===== src/rtl/mips_defs_pkg.sv =====
// Shared definitions for the MIPS pipeline: address map, exception codes
// and the payload carried by the F/D pipeline register.
package mips_defs;

    localparam logic [31:0] PC_RESET  = 32'h0000_3000;
    localparam logic [31:0] EXC_ENTRY = 32'h0000_4180;
    localparam logic [31:0] IM_LO     = 32'h0000_3000;
    localparam logic [31:0] IM_HI     = 32'h0000_6FFC;

    localparam logic [4:0]  EXC_NONE  = 5'd0;
    localparam logic [4:0]  EXC_ADEL  = 5'd4;

    localparam logic [31:0] NOP       = 32'h0;

    typedef struct packed {
        logic [31:0] ir;
        logic [31:0] pc4;
        logic [31:0] pc8;
        logic [31:0] pc;
        logic        bd;
        logic [4:0]  exc;
    } fd_payload_t;

    localparam int FD_WIDTH = $bits(fd_payload_t);

    // All-zero payload is a nop with no exception, used on flush and reset
    function automatic fd_payload_t fd_bubble();
        fd_payload_t b;
        b     = '0;
        b.ir  = NOP;
        b.exc = EXC_NONE;
        return b;
    endfunction

endpackage


===== src/rtl/fetch_stage_fd_reg.sv =====
// Generic pipeline register with flush (clears to zero) taking priority over
// stall (hold); reused for the later pipeline boundaries.
module fd_reg #(
    parameter int WIDTH = 32
) (
    input  logic             clk,
    input  logic             reset,
    input  logic             flush,
    input  logic             stall,
    input  logic [WIDTH-1:0] d,
    output logic [WIDTH-1:0] q
);

    always_ff @(posedge clk or negedge reset) begin
        if (!reset) begin
            q <= '0;
        end else if (flush) begin
            q <= '0;
        end else if (!stall) begin
            q <= d;
        end
    end

endmodule


===== src/rtl/fetch_stage.sv =====
// IF stage: owns the PC, selects the next PC from CP0/hazard/decode requests,
// checks fetch legality and loads the F/D register.
module fetch_stage
    import mips_defs::*;
#(
    parameter logic [31:0] P_PC_RESET  = PC_RESET,
    parameter logic [31:0] P_EXC_ENTRY = EXC_ENTRY,
    parameter logic [31:0] P_IM_LO     = IM_LO,
    parameter logic [31:0] P_IM_HI     = IM_HI
) (
    input  logic        clk,
    input  logic        reset,
    input  logic        stall,
    input  logic        npc_sel,
    input  logic [31:0] npc_d,
    input  logic        interrupt,
    input  logic        eret,
    input  logic [31:0] epc,
    output logic [31:0] im_addr,
    input  logic [31:0] im_rdata,
    output logic [31:0] pc_F,
    output logic [31:0] IR_D,
    output logic [31:0] PC4_D,
    output logic [31:0] PC8_D,
    output logic [31:0] pc_D,
    output logic        bd_D,
    output logic [4:0]  exc_D
);

    logic [31:0] pc_plus4;
    logic [31:0] pc_next;
    logic        fetch_ok;
    logic        flush;
    fd_payload_t fd_d;
    fd_payload_t fd_q;
    logic [FD_WIDTH-1:0] fd_q_bits;

    assign pc_plus4 = pc_F + 32'd4;
    assign im_addr  = pc_F;
    assign flush    = interrupt | eret;

    assign fetch_ok = (pc_F[1:0] == 2'b00) && (pc_F >= P_IM_LO) && (pc_F <= P_IM_HI);

    // CP0 redirects outrank the hazard stall, which in turn outranks a branch
    always_comb begin
        pc_next = pc_plus4;
        if (interrupt) begin
            pc_next = P_EXC_ENTRY;
        end else if (eret) begin
            pc_next = epc;
        end else if (stall) begin
            pc_next = pc_F;
        end else if (npc_sel) begin
            pc_next = npc_d;
        end
    end

    always_ff @(posedge clk or negedge reset) begin
        if (!reset) begin
            pc_F <= P_PC_RESET;
        end else begin
            pc_F <= pc_next;
        end
    end

    // An illegal fetch still records its PC so CP0 can report the bad address
    always_comb begin
        fd_d     = fd_bubble();
        fd_d.pc4 = pc_plus4;
        fd_d.pc8 = pc_F + 32'd8;
        fd_d.pc  = pc_F;
        fd_d.bd  = npc_sel;
        if (fetch_ok) begin
            fd_d.ir  = im_rdata;
            fd_d.exc = EXC_NONE;
        end else begin
            fd_d.ir  = NOP;
            fd_d.exc = EXC_ADEL;
        end
    end

    fd_reg #(
        .WIDTH (FD_WIDTH)
    ) u_fd_reg (
        .clk   (clk),
        .reset (reset),
        .flush (flush),
        .stall (stall),
        .d     (fd_d),
        .q     (fd_q_bits)
    );

    assign fd_q  = fd_payload_t'(fd_q_bits);
    assign IR_D  = fd_q.ir;
    assign PC4_D = fd_q.pc4;
    assign PC8_D = fd_q.pc8;
    assign pc_D  = fd_q.pc;
    assign bd_D  = fd_q.bd;
    assign exc_D = fd_q.exc;

endmodule


===== config.mk =====
export PLATFORM = sky130hd
export DESIGN_NAME = fetch_stage
export DESIGN_NICKNAME = d
export VERILOG_FILES = /design/src/rtl/mips_defs_pkg.sv /design/src/rtl/fetch_stage_fd_reg.sv /design/src/rtl/fetch_stage.sv
export SDC_FILE = /design/constraint.sdc
export NUM_CORES = 1
export LEC_CHECK = 0
export CAP_MARGIN = 0
export CORE_ASPECT_RATIO = 2
export CORE_MARGIN = 1.5
export CORE_UTILIZATION = 49
export CTS_CLUSTER_SIZE = 40
export DETAILED_ROUTE_END_ITERATION = 16
export PLACE_DENSITY = 0.95
export SLEW_MARGIN = 20
export SYNTH_ARGS = -nofsm -noshare
export SYNTH_HDL_FRONTEND = slang
export SYNTH_SLANG_ARGS = --single-unit

===== constraint.sdc =====
create_clock -name clk -period 4.05 [get_ports clk]
set_input_delay 0.405 -clock clk [delete_from_list [all_inputs] [get_ports clk]]
set_output_delay 0.405 -clock clk [all_outputs]
set_load 0.05 [all_outputs]

==> results of run 1 <==
[cell families after synthesis]
group / count (synthesis)
other cells: 1
buf+inv: 144
fa+ha+maj: 3
simple gates: 291
xor+xnor: 27
compound gates: 236
mux: 5
flops: 157
[metrics by stage]
step           total power [W]  hold slack (ps)  area, um^2  setup slack [ps]  cells
4_1_cts                0.00444              119       11700              1240   1293
2_1_floorplan          0.00237              109        8350              1380    867
6_report               0.00444             80.1       11700              1180   1294
3_5_place_dp           0.00276              465       11100              1100   1261
3_3_place_gp           0.00275              462       11100              1140   1261
5_1_grt                0.00456              147       11700              1100   1294
[worst max-delay path by stage]
stage,from,end,slack [ps],cells after the start
2_1_floorplan,im_addr[4],im_addr[27],1380,8
3_3_place_gp,eret,im_addr[15],1140,6
3_5_place_dp,eret,im_addr[18],1100,6
4_1_cts,im_addr[2],u_fd_reg.q[94],1240,6
5_1_grt,im_addr[4],im_addr[19],1100,5
6_report,im_addr[2],im_addr[26],1180,6
[Yosys cell counts (all sizes together) (8+ instances only)]
library cell	count
or4	16
o221ai	8
nor4	17
inv	17
xnor2	20
a22o	59
nand4	22
o211ai	17
clkbuf	57
nor3	17
and4	10
nand3	40
o21ai	46
nor3b	14
a2111oi	10
nand2	87
nor2	35
dfrtp	155
a221o	9
a21oi	20
buf	68
[power by group through the flow]
stage	Combinational (W)	Clock, W	Sequential, W
2_1_floorplan	0.000442	0	0.00193
5_1_grt	0.00101	0.00176	0.00179
4_1_cts	0.000961	0.00170	0.00178
6_report	0.000965	0.00169	0.00179
3_5_place_dp	0.000957	0	0.00180
3_3_place_gp	0.000948	0	0.00180
[state kept, by name, indices dropped and copies added (netlist names)]
name	cells
u_fd_reg.q	125
im_addr	32
[per-layer routing]
metal	vias to the layer above	wire length (um)	track usage, %
li1	3586	-	-
met1	4036	10700	41.2
met2	600	15700	58.1
met3	152	2690	8.03
met4	0	2120	22.3
met5	-	0	0
[layout make-up]
class / count / share of cell area (%)
clock inverter: 12 / 1.36
clock buffer: 20 / 3.91
tap: 207 / 2.22
timing repair buffer: 312 / 26.5
inverter: 19 / 0.611
sequential: 157 / 33.7
antenna: 1 / 0.0214
multi-input combinational: 566 / 31.7
[placed cells by master (no fill, tap or decap), types with 13 or more instances in the layout]
cell and n:
nor2_1 35, inv_1 17, nand3_1 40, dfrtp_1 155, xnor2_1 20, a21oi_1 20, buf_4 16, nor3_1 16
nand4_1 21, or4_1 16, a22o_1 59, o21ai_0 46, clkbuf_16 17, nand2_1 87, nor4_1 15, nor3b_1 13
clkdlybuf4s50_1 294, o211ai_1 17
==> out/summary.log, run 1 <==
[floorplan] Boundary Pins 300
[pwr] worst vdd rail ir drop 0.250 mV
[cts] CTS HTree Levels 4
[place] routability-driven placement congestion ratio 0.923
[yosys] Mean Syn Cell Area 9.65 um^2
[timing] Setup-failing EPs final 0
[worst_setup_path] buffers plus inverters on the worst setup path 1
[yosys] Yosys Warn Count 0
[worst_setup_path] biggest fanout along the worst timing path 14
[yosys] area fraction in and, or, nand and nor cells after synthesis 18.7%
[yosys] post-synthesis compound-gate area fraction 21.2%
[timing] achievable frequency 349 MHz
[yosys] share of flip-flops with an asynchronous set or reset after synthesis 100%
[worst_setup_path] chain of cells forming the critical path buf_4 > ha_1 > nand3_1 > or4_1 > o211a_1 > a221o_1
[worst_setup_path] Worst path top cell family by delay simple AND/OR/NAND/NOR gates
[pwr] proportion of power drawn by flip-flops and latches 40.2%
[drt] via density per instance 6.47
[timing] setup repair after global routing missed its margin no
[yosys] share of synthesized cell area in full adder, half adder and majority cells 0.450%
[yosys] Post-Syn Instances 864
[layout] combined area of the multi-input logic cells 3700 um^2
[layout] final core utilization 70.0%
[floorplan] die footprint 17,900 um^2
[grt] global routing usage summed across all routing layers 35.6%
[cts] number of resized instances in the post-cts repair step 0
[timing] number of slew-limit violations in the final report 0
[yosys] post-synthesis instance area 8340 um^2
[min_path] Worst Hold Class in2async
[cts] number of buffers inserted to repair setup after CTS 0
[floorplan] width of the die 95.3 um
[drt] number of remaining DRC errors 0
[yosys] top flip-flop cell by instance count after synthesis dfrtp_1
[timing] number of hold violations in the final report 0
[worst_setup_path] nature of the critical path startpoint flop
[worst_setup_path] FF-to-FF Start im_addr[2]
[worst_setup_path] worst setup path class reg2reg
[worst_setup_path] cells on worst reg2reg path 6
[grt] pin count of the biggest net entering global routing 98
[yosys] post-synthesis share of cell area spent on xor and xnor gates 2.84%
[grt] antenna violations before repair 1
[grt] first-pass GRT wire length 47.8 mm
[timing] skew final 10.9 ps
[floorplan] FP Rows 67
[pwr] total power density per cell area 380 nW/um^2
[cts] clock tree from TritonCTS done
[worst_setup_path] maximum single-stage delay on the critical path 900 ps
[floorplan] vertical die dimension 188 um
[drt] DRT Wirelength 31.2 mm
[layout] Layout area overhead 40.0%
[drt] count of nets left with antenna violations after detail routing 0
[place] number of buffers added on ports 295
[yosys] post-synthesis sequential element count 157
[pwr] leakage power 4.84 nW
[layout] Total Nets Final 1,178
[run_status] result of the run finished, final reports clean
[run] number of maximum-capacitance constraint violations 0
[drt] vias after detailed routing 8,374
[cts] buffer cell driving the clock tree root clkbuf_16
[pwr] fraction of power spent switching nets 32.8%
[floorplan] initial standard-cell utilization of the core 50.0%
[drt] iteration-0 DRC count of the detailed router 779
[worst_setup_path] setup slack, reg-to-reg 1180 ps
[pwr] Internal Pwr Total 0.00298 W
[timing] Worst Max-Slew Pin Slew 1110 ps
[drt] routed wirelength normalized by instance count 24.1 um
[layout] fill cell count 1,219
[grt] global route overflow 0
[pwr] net switching power of the design 0.00145 W
[grt] number of global-route vias before repair 8,376
[cts] later-pin clock latency in the skew report 430 ps
[yosys] number of different library cells in the post-synthesis netlist 68
[cts] buffer depth of the longest clock path 2
[drt] length of the first detailed-routing pass in iterations 6
[timing] minimum clock period 2870 ps
[worst_setup_path] worst reg2reg endpoint im_addr[26]
[cts] Clock Pin Slew Worst Setup and Hold Paths 70 ps
[timing] Max-slew headroom 25.3%
[timing] setup tns final 0 ps
[yosys] post-synthesis mux area share 0.630%
[yosys] synth top area cells dfrtp_1 (47%), a22o_1 (6.2%), buf_4 (4.0%), nand2_1 (3.9%), o21ai_0 (2.8%)
[worst_setup_path] data required time of the critical path 4370 ps
[yosys] sequential fraction of the synthesis area 47.1%
[worst_setup_path] master of the slowest instance on the critical path or4_1
[cts] count of hold buffers inserted by post-cts repair 0
[cts] CTS buffer count 17
[pwr] part of the power in combinational logic 21.7%
[pwr] share of power burned in the clock network 38.1%
[worst_setup_path] WP data arrival 3180 ps
[timing] fin crit share 70.7%
[yosys] combinational family with the most area after synthesis compound AO/OA/AOI/OAI gates
[cts] Clock Sink Count 157
[yosys] top-area cell type share of the netlist area 46.5%
[yosys] post-synthesis cell type with the largest combined area dfrtp_1
[place] sum of net half-perimeters after detailed placement 21.8 mm
[worst_setup_path] Critical Path Sink Type flop
[layout] layout cell share with drive strength beyond 1 5.99%
[floorplan] core outline area 16,700 um^2
[yosys] number of enable flip-flop cells after synthesis 0
[layout] sequential standard cell area 3930 um^2
No activity file was read; power rests on OpenSTA's default activity.
==> inputs of run 2 (changes only) <==
--- a/config.mk
+++ b/config.mk
@@ -8,10 +8,10 @@
 export CAP_MARGIN = 0
 export CORE_ASPECT_RATIO = 2
 export CORE_MARGIN = 1.5
-export CORE_UTILIZATION = 49
+export CORE_UTILIZATION = 46
 export CTS_CLUSTER_SIZE = 40
 export DETAILED_ROUTE_END_ITERATION = 16
-export PLACE_DENSITY = 0.95
+export PLACE_DENSITY = 0.93
 export SLEW_MARGIN = 20
 export SYNTH_ARGS = -nofsm -noshare
 export SYNTH_HDL_FRONTEND = slang
==> constraint.sdc (replaced) <==
create_clock -name clk -period 2.7 [get_ports clk]
set_input_delay 0.27 -clock clk [delete_from_list [all_inputs] [get_ports clk]]
set_output_delay 0.27 -clock clk [all_outputs]
set_load 0.05 [all_outputs]
==> run 2 against run 1 <==
  * Clock skew increased by 0.96 ps
  * Sequential power grew 46%
  * Cell area increased by 2.9%
  * Via count up 2.9%
  * Register-to-register slack worse by 900 ps
==> out/summary.log, run 2 (synthesis results as in run 1) <==
[worst_setup_path] setup slack, reg-to-reg 280 ps
[timing] skew final 11.8 ps
[layout] post-route non-filler standard cell count 1,339
[cts] buffer depth of the longest clock path 2
[timing] achievable frequency 397 MHz
[grt] number of global-route vias before repair 8,485
[cts] buffer cell driving the clock tree root clkbuf_16
[layout] most used cells in the layout excluding fill and tap cells clkdlybuf4s50_1 (294), dfrtp_1 (155), nand2_1 (87)
[floorplan] width of the die 98.2 um
[drt] routed wirelength normalized by instance count 24.3 um
[place] sum of net half-perimeters after detailed placement 23.6 mm
[layout] fill cell count 1,325
[worst_setup_path] worst reg2reg endpoint u_fd_reg.q[94]
[layout] Most flops, register u_fd_reg.q
[worst_setup_path] master of the slowest instance on the critical path clkdlybuf4s50_1
[timing] setup repair after global routing missed its margin no
[worst_setup_path] maximum single-stage delay on the critical path 810 ps
[cts] Clock Pin Slew Worst Setup and Hold Paths 60 ps
[cts] number of buffers inserted to repair setup after CTS 0
[run] number of maximum-capacitance constraint violations 0
[worst_setup_path] cells on worst reg2reg path 4
[floorplan] vertical die dimension 193 um
[grt] global routing usage summed across all routing layers 34.0%
[min_path] Worst Hold Class in2async
[place] routability-driven placement congestion ratio 0.961
[place] count of placed standard cells including taps 1,308
[layout] layout cell share with drive strength beyond 1 9.15%
[grt] global route overflow 0
[grt] first-pass GRT wire length 49.7 mm
[drt] count of nets left with antenna violations after detail routing 0
[layout] # diodes 0
[floorplan] core outline area 17,800 um^2
[worst_setup_path] WP data arrival 2250 ps
[worst_setup_path] Worst path top cell family by delay buffers and inverters
[place] number of buffers added on ports 295
[timing] Setup-failing EPs final 0
[floorplan] die footprint 19,000 um^2
[pwr] worst vdd rail ir drop 0.379 mV
[drt] vias after detailed routing 8,620
[cts] later-pin clock latency in the skew report 440 ps
[layout] sequential standard cell area 3930 um^2
[worst_setup_path] nature of the critical path startpoint flop
[floorplan] Boundary Pins 300
[drt] DRT Wirelength 32.6 mm
[drt] number of remaining DRC errors 0
[layout] most frequent standard cell in the layout excluding fill and tap cells clkdlybuf4s50_1
[worst_setup_path] buffers plus inverters on the worst setup path 2
[floorplan] initial standard-cell utilization of the core 46.9%
[worst_setup_path] FF-to-FF Start im_addr[13]
[timing] Max-slew headroom 39.7%
[cts] clock tree from TritonCTS done
[layout] max FFs per register 125
[drt] via density per instance 6.44
[worst_setup_path] biggest fanout along the worst timing path 13
[cts] CTS buffer count 17
[layout] combined area of the multi-input logic cells 3700 um^2
[timing] Worst Max-Slew Pin Slew 881 ps
[drt] length of the first detailed-routing pass in iterations 6
[pwr] leakage power 5.03 nW
[grt] pin count of the biggest net entering global routing 78
[timing] number of slew-limit violations in the final report 0
[pwr] total power density per cell area 552 nW/um^2
[cts] CTS HTree Levels 4
[floorplan] FP Rows 69
[drt] iteration-0 DRC count of the detailed router 936
[timing] minimum clock period 2520 ps
[layout] Total Nets Final 1,220
[run_status] result of the run finished, final reports clean
[timing] fin crit share 93.4%
[worst_setup_path] worst setup path class reg2out
[timing] number of hold violations in the final report 0
[worst_setup_path] Critical Path Sink Type primary output
[cts] Clock Sink Count 157
[worst_setup_path] data required time of the critical path 2430 ps
[layout] Layout area overhead 44.0%
[timing] setup tns final 0 ps
[grt] antenna violations before repair 0
[worst_setup_path] chain of cells forming the critical path buf_4 > clkdlybuf4s50_1
run 2: repair_timing:
item                                    CTS  global route
hold buffers                              1             0
gates resized for setup                   0             1
endpoints found under the hold margin    51             0
endpoints found under the setup margin    0             1
run 2: through the flow:
step           total power [W]  util, %  worst slack [ps]  area [um^2]  hold WS [ps]
2_1_floorplan          0.00356        -              25.4         8350         -25.6
3_3_place_gp           0.00419     64.2               308        11400           256
3_5_place_dp           0.00421     64.2               252        11400           264
4_1_cts                0.00662     67.5               217        12000           393
5_1_grt                0.00681     67.6               162        12000           415
6_report               0.00663     67.6               179        12000           377
run 2: metal layers:
metal	up-vias	wire [um]	GRT usage, %
li1	3676	-	-
met1	4106	11000	39.0
met2	659	16200	57.0
met3	179	2850	6.47
met4	0	2460	22.2
met5	-	0	0
run 2: power breakdown:
part	internal, W	switching, W	total [W]
Combinational	0.000576	0.00101	0.00158
Sequential	0.00245	0.000174	0.00262
Clock	0.00144	0.000985	0.00242
Total	0.00446	0.00217	0.00663
run 2: layout make-up:
| type | count | share of cell area, % |
|---|---|---|
| Sequential cell | 157 | 32.7 |
| Multi-Input combinational cell | 566 | 30.8 |
| Timing Repair Buffer | 354 | 28.8 |
| Clock buffer | 19 | 3.60 |
| Tap cell | 213 | 2.22 |
| Clock inverter | 11 | 1.22 |
| Inverter | 19 | 0.594 |
run 2: how the worst max path moves through the flow:
stage                     start              end  slack, ps  cells past startpoint
floorplan            im_addr[4]      im_addr[27]         30                      8
global placement      interrupt  u_fd_reg.q[111]        310                      5
detailed placement         eret  u_fd_reg.q[111]        250                      5
CTS                 im_addr[14]         pc_F[14]        220                      2
global route        im_addr[14]         pc_F[14]        160                      2
finish              im_addr[14]         pc_F[14]        180                      2
==> inputs of run 3 (changes only) <==
--- a/config.mk
+++ b/config.mk
@@ -6,11 +6,14 @@
 export NUM_CORES = 1
 export LEC_CHECK = 0
 export CAP_MARGIN = 0
+export CELL_PAD_IN_SITES_DETAIL_PLACEMENT = 1
+export CELL_PAD_IN_SITES_GLOBAL_PLACEMENT = 2
 export CORE_ASPECT_RATIO = 2
 export CORE_MARGIN = 1.5
-export CORE_UTILIZATION = 46
+export CORE_UTILIZATION = 27
 export CTS_CLUSTER_SIZE = 40
 export DETAILED_ROUTE_END_ITERATION = 16
+export HOLD_SLACK_MARGIN = 0.1
 export PLACE_DENSITY = 0.93
 export SLEW_MARGIN = 20
 export SYNTH_ARGS = -nofsm -noshare
==> run 3 against run 2 <==
  * Setup slack better by 17 ps
  * Combinational power up 4%
  * Wire length up 18%
  * Core utilization down 27 points
  * Clock skew down 2.6 ps
  * Critical endpoint is now im_addr[15]
  * Critical path depth unchanged
  * Total power up 2.2%
==> out/summary.log, run 3 (synthesis results as in run 1) <==
[run_status] result of the run finished, final reports clean
[cts] CTS buffer count 17
[grt] antenna violations before repair 1
[worst_setup_path] Critical Path Sink Type primary output
[timing] Setup-failing EPs final 0
[layout] Layout area overhead 48.5%
[timing] number of slew-limit violations in the final report 0
[floorplan] Boundary Pins 300
[floorplan] width of the die 127 um
[worst_setup_path] Worst path top cell family by delay buffers and inverters
[grt] global route overflow 0
[timing] fin crit share 92.8%
[drt] length of the first detailed-routing pass in iterations 5
[run] number of maximum-capacitance constraint violations 0
[timing] number of hold violations in the final report 0
[worst_setup_path] FF-to-FF Start im_addr[3]
[floorplan] initial standard-cell utilization of the core 27.5%
[pwr] proportion of power drawn by flip-flops and latches 38.7%
[min_path] Worst Hold Class in2reg
[cts] later-pin clock latency in the skew report 440 ps
[grt] global routing usage summed across all routing layers 23.9%
[cts] Clock Sink Count 157
[worst_setup_path] maximum single-stage delay on the critical path 820 ps
[timing] setup repair after global routing missed its margin no
[worst_setup_path] chain of cells forming the critical path buf_4 > clkdlybuf4s50_1
[layout] Total Nets Final 1,235
[pwr] part of the power in combinational logic 24.3%
[layout] fill cell count 3,364
[cts] clock tree from TritonCTS done
[floorplan] FP Rows 90
[timing] achievable frequency 399 MHz
[worst_setup_path] setup slack, reg-to-reg 380 ps
[layout] layout cell share with drive strength beyond 1 10.7%
[floorplan] die footprint 32,000 um^2
[place] number of buffers added on ports 295
[pwr] leakage power 5.13 nW
[drt] count of nets left with antenna violations after detail routing 0
[layout] max FFs per register 125
[worst_setup_path] biggest fanout along the worst timing path 12
[pwr] share of power burned in the clock network 37.0%
[drt] iteration-0 DRC count of the detailed router 695
[grt] number of global-route vias before repair 8,905
[place] routability-driven placement congestion ratio 0.878
[drt] number of remaining DRC errors 0
[drt] routed wirelength normalized by instance count 25.4 um
[worst_setup_path] nature of the critical path startpoint flop
[pwr] net switching power of the design 0.00227 W
[drt] vias after detailed routing 8,446
[worst_setup_path] data required time of the critical path 2430 ps
[place] count of placed standard cells including taps 1,478
[pwr] Internal Pwr Total 0.00451 W
[worst_setup_path] buffers plus inverters on the worst setup path 2
[cts] number of resized instances in the post-cts repair step 0
[layout] post-route non-filler standard cell count 1,512
[worst_setup_path] worst setup path class reg2out
[cts] CTS HTree Levels 4
[timing] skew final 9.24 ps
[worst_setup_path] WP data arrival 2230 ps
[cts] buffer depth of the longest clock path 2
[floorplan] core outline area 30,300 um^2
[pwr] fraction of power spent switching nets 33.4%
[timing] minimum clock period 2500 ps
[worst_setup_path] master of the slowest instance on the critical path clkdlybuf4s50_1
[pwr] total power density per cell area 547 nW/um^2
[grt] first-pass GRT wire length 56.4 mm
[floorplan] vertical die dimension 252 um
[drt] via density per instance 5.59
[timing] Max-slew headroom 12.2%
[layout] Most flops, register u_fd_reg.q
[worst_setup_path] crit path from im_addr[15]
[timing] Worst Max-Slew Pin Slew 1280 ps
[pwr] worst vdd rail ir drop 0.363 mV
[cts] buffer cell driving the clock tree root clkbuf_16
[min_path] Hold Path Origin im_rdata[10]
[drt] DRT Wirelength 38.3 mm
[grt] pin count of the biggest net entering global routing 80
[cts] Clock Pin Slew Worst Setup and Hold Paths 70 ps
[layout] most used cells in the layout excluding fill and tap cells clkdlybuf4s50_1 (294), dfrtp_1 (155), nand2_1 (87)
[layout] most frequent standard cell in the layout excluding fill and tap cells clkdlybuf4s50_1
[place] sum of net half-perimeters after detailed placement 29.4 mm
[timing] setup tns final 0 ps
run 3: cell count changes in the layout (fill, tap and decap cells not counted):
cell / change
buf_12: +2
buf_4: +13
bufinv_16: -1
clkbuf_1: -2
clkbuf_8: +4
clkinv_2: -2
clkinv_4: +3
clkinvlp_4: -1
diode_2: +1
inv_6: +1
o311ai_0: +1
o311ai_1: -1
run 3: power by group through the flow:
stage,clock network [W],logic [W],registers [W]
after global routing,0.00264,0.00171,0.00264
after CTS,0.00256,0.00165,0.00262
after floorplan,0,0.000663,0.00290
after global placement,0,0.00163,0.00266
after detailed placement,0,0.00164,0.00266
final,0.00251,0.00164,0.00262
run 3: worst paths after layout:
| check | end | cells past startpoint |
|---|---|---|
| max | im_addr[15] | 2 |
| min | u_fd_reg.q[112] | 2 |
| max reg2reg | u_fd_reg.q[93] | 7 |
| min reg2reg | u_fd_reg.q[75] | 2 |
| max in group asynchronous | im_addr[27] | 3 |
| min in group asynchronous | u_fd_reg.q[9] | 2 |
run 3: routing by layer:
metal / routed length (um) / up-vias / track usage, %
met5: 0 / - / 0
met4: 2760 / 0 / 16.4
met3: 1650 / 119 / 3.71
met2: 20800 / 348 / 44.1
met1: 13100 / 4272 / 24.3
li1: - / 3707 / -
run 3: final cells by class:
class	count	area [um^2]	share of cell area, %
clock inverters	11	134	1.08
repair buffers	369	3600	29.1
multi-input cells	566	3700	29.9
flip-flops and latches	157	3930	31.7
well taps	368	460	3.72
inverters	19	71.3	0.576
clock buffers	21	480	3.88
diodes	1	2.50	0.0202
run 3: repair_timing:
item                      4_1_cts  5_1_grt
setup buffers                   0        0
hold buffers                    1        0
hold endpoints to repair       75        0
run 3: per-stage QoR:
step / setup WS (ps) / hold WS (ps) / util [%] / total power (W) / area (um^2)
3_3_place_gp: -16.7 / 369 / 38.8 / 0.00428 / 11800
2_1_floorplan: 25.4 / -25.6 / - / 0.00356 / 8350
4_1_cts: 220 / 410 / 40.9 / 0.00683 / 12400
5_1_grt: 94.5 / 422 / 40.9 / 0.00700 / 12400
6_report: 195 / 424 / 40.9 / 0.00678 / 12400
3_5_place_dp: -80.4 / 368 / 38.8 / 0.00430 / 11800
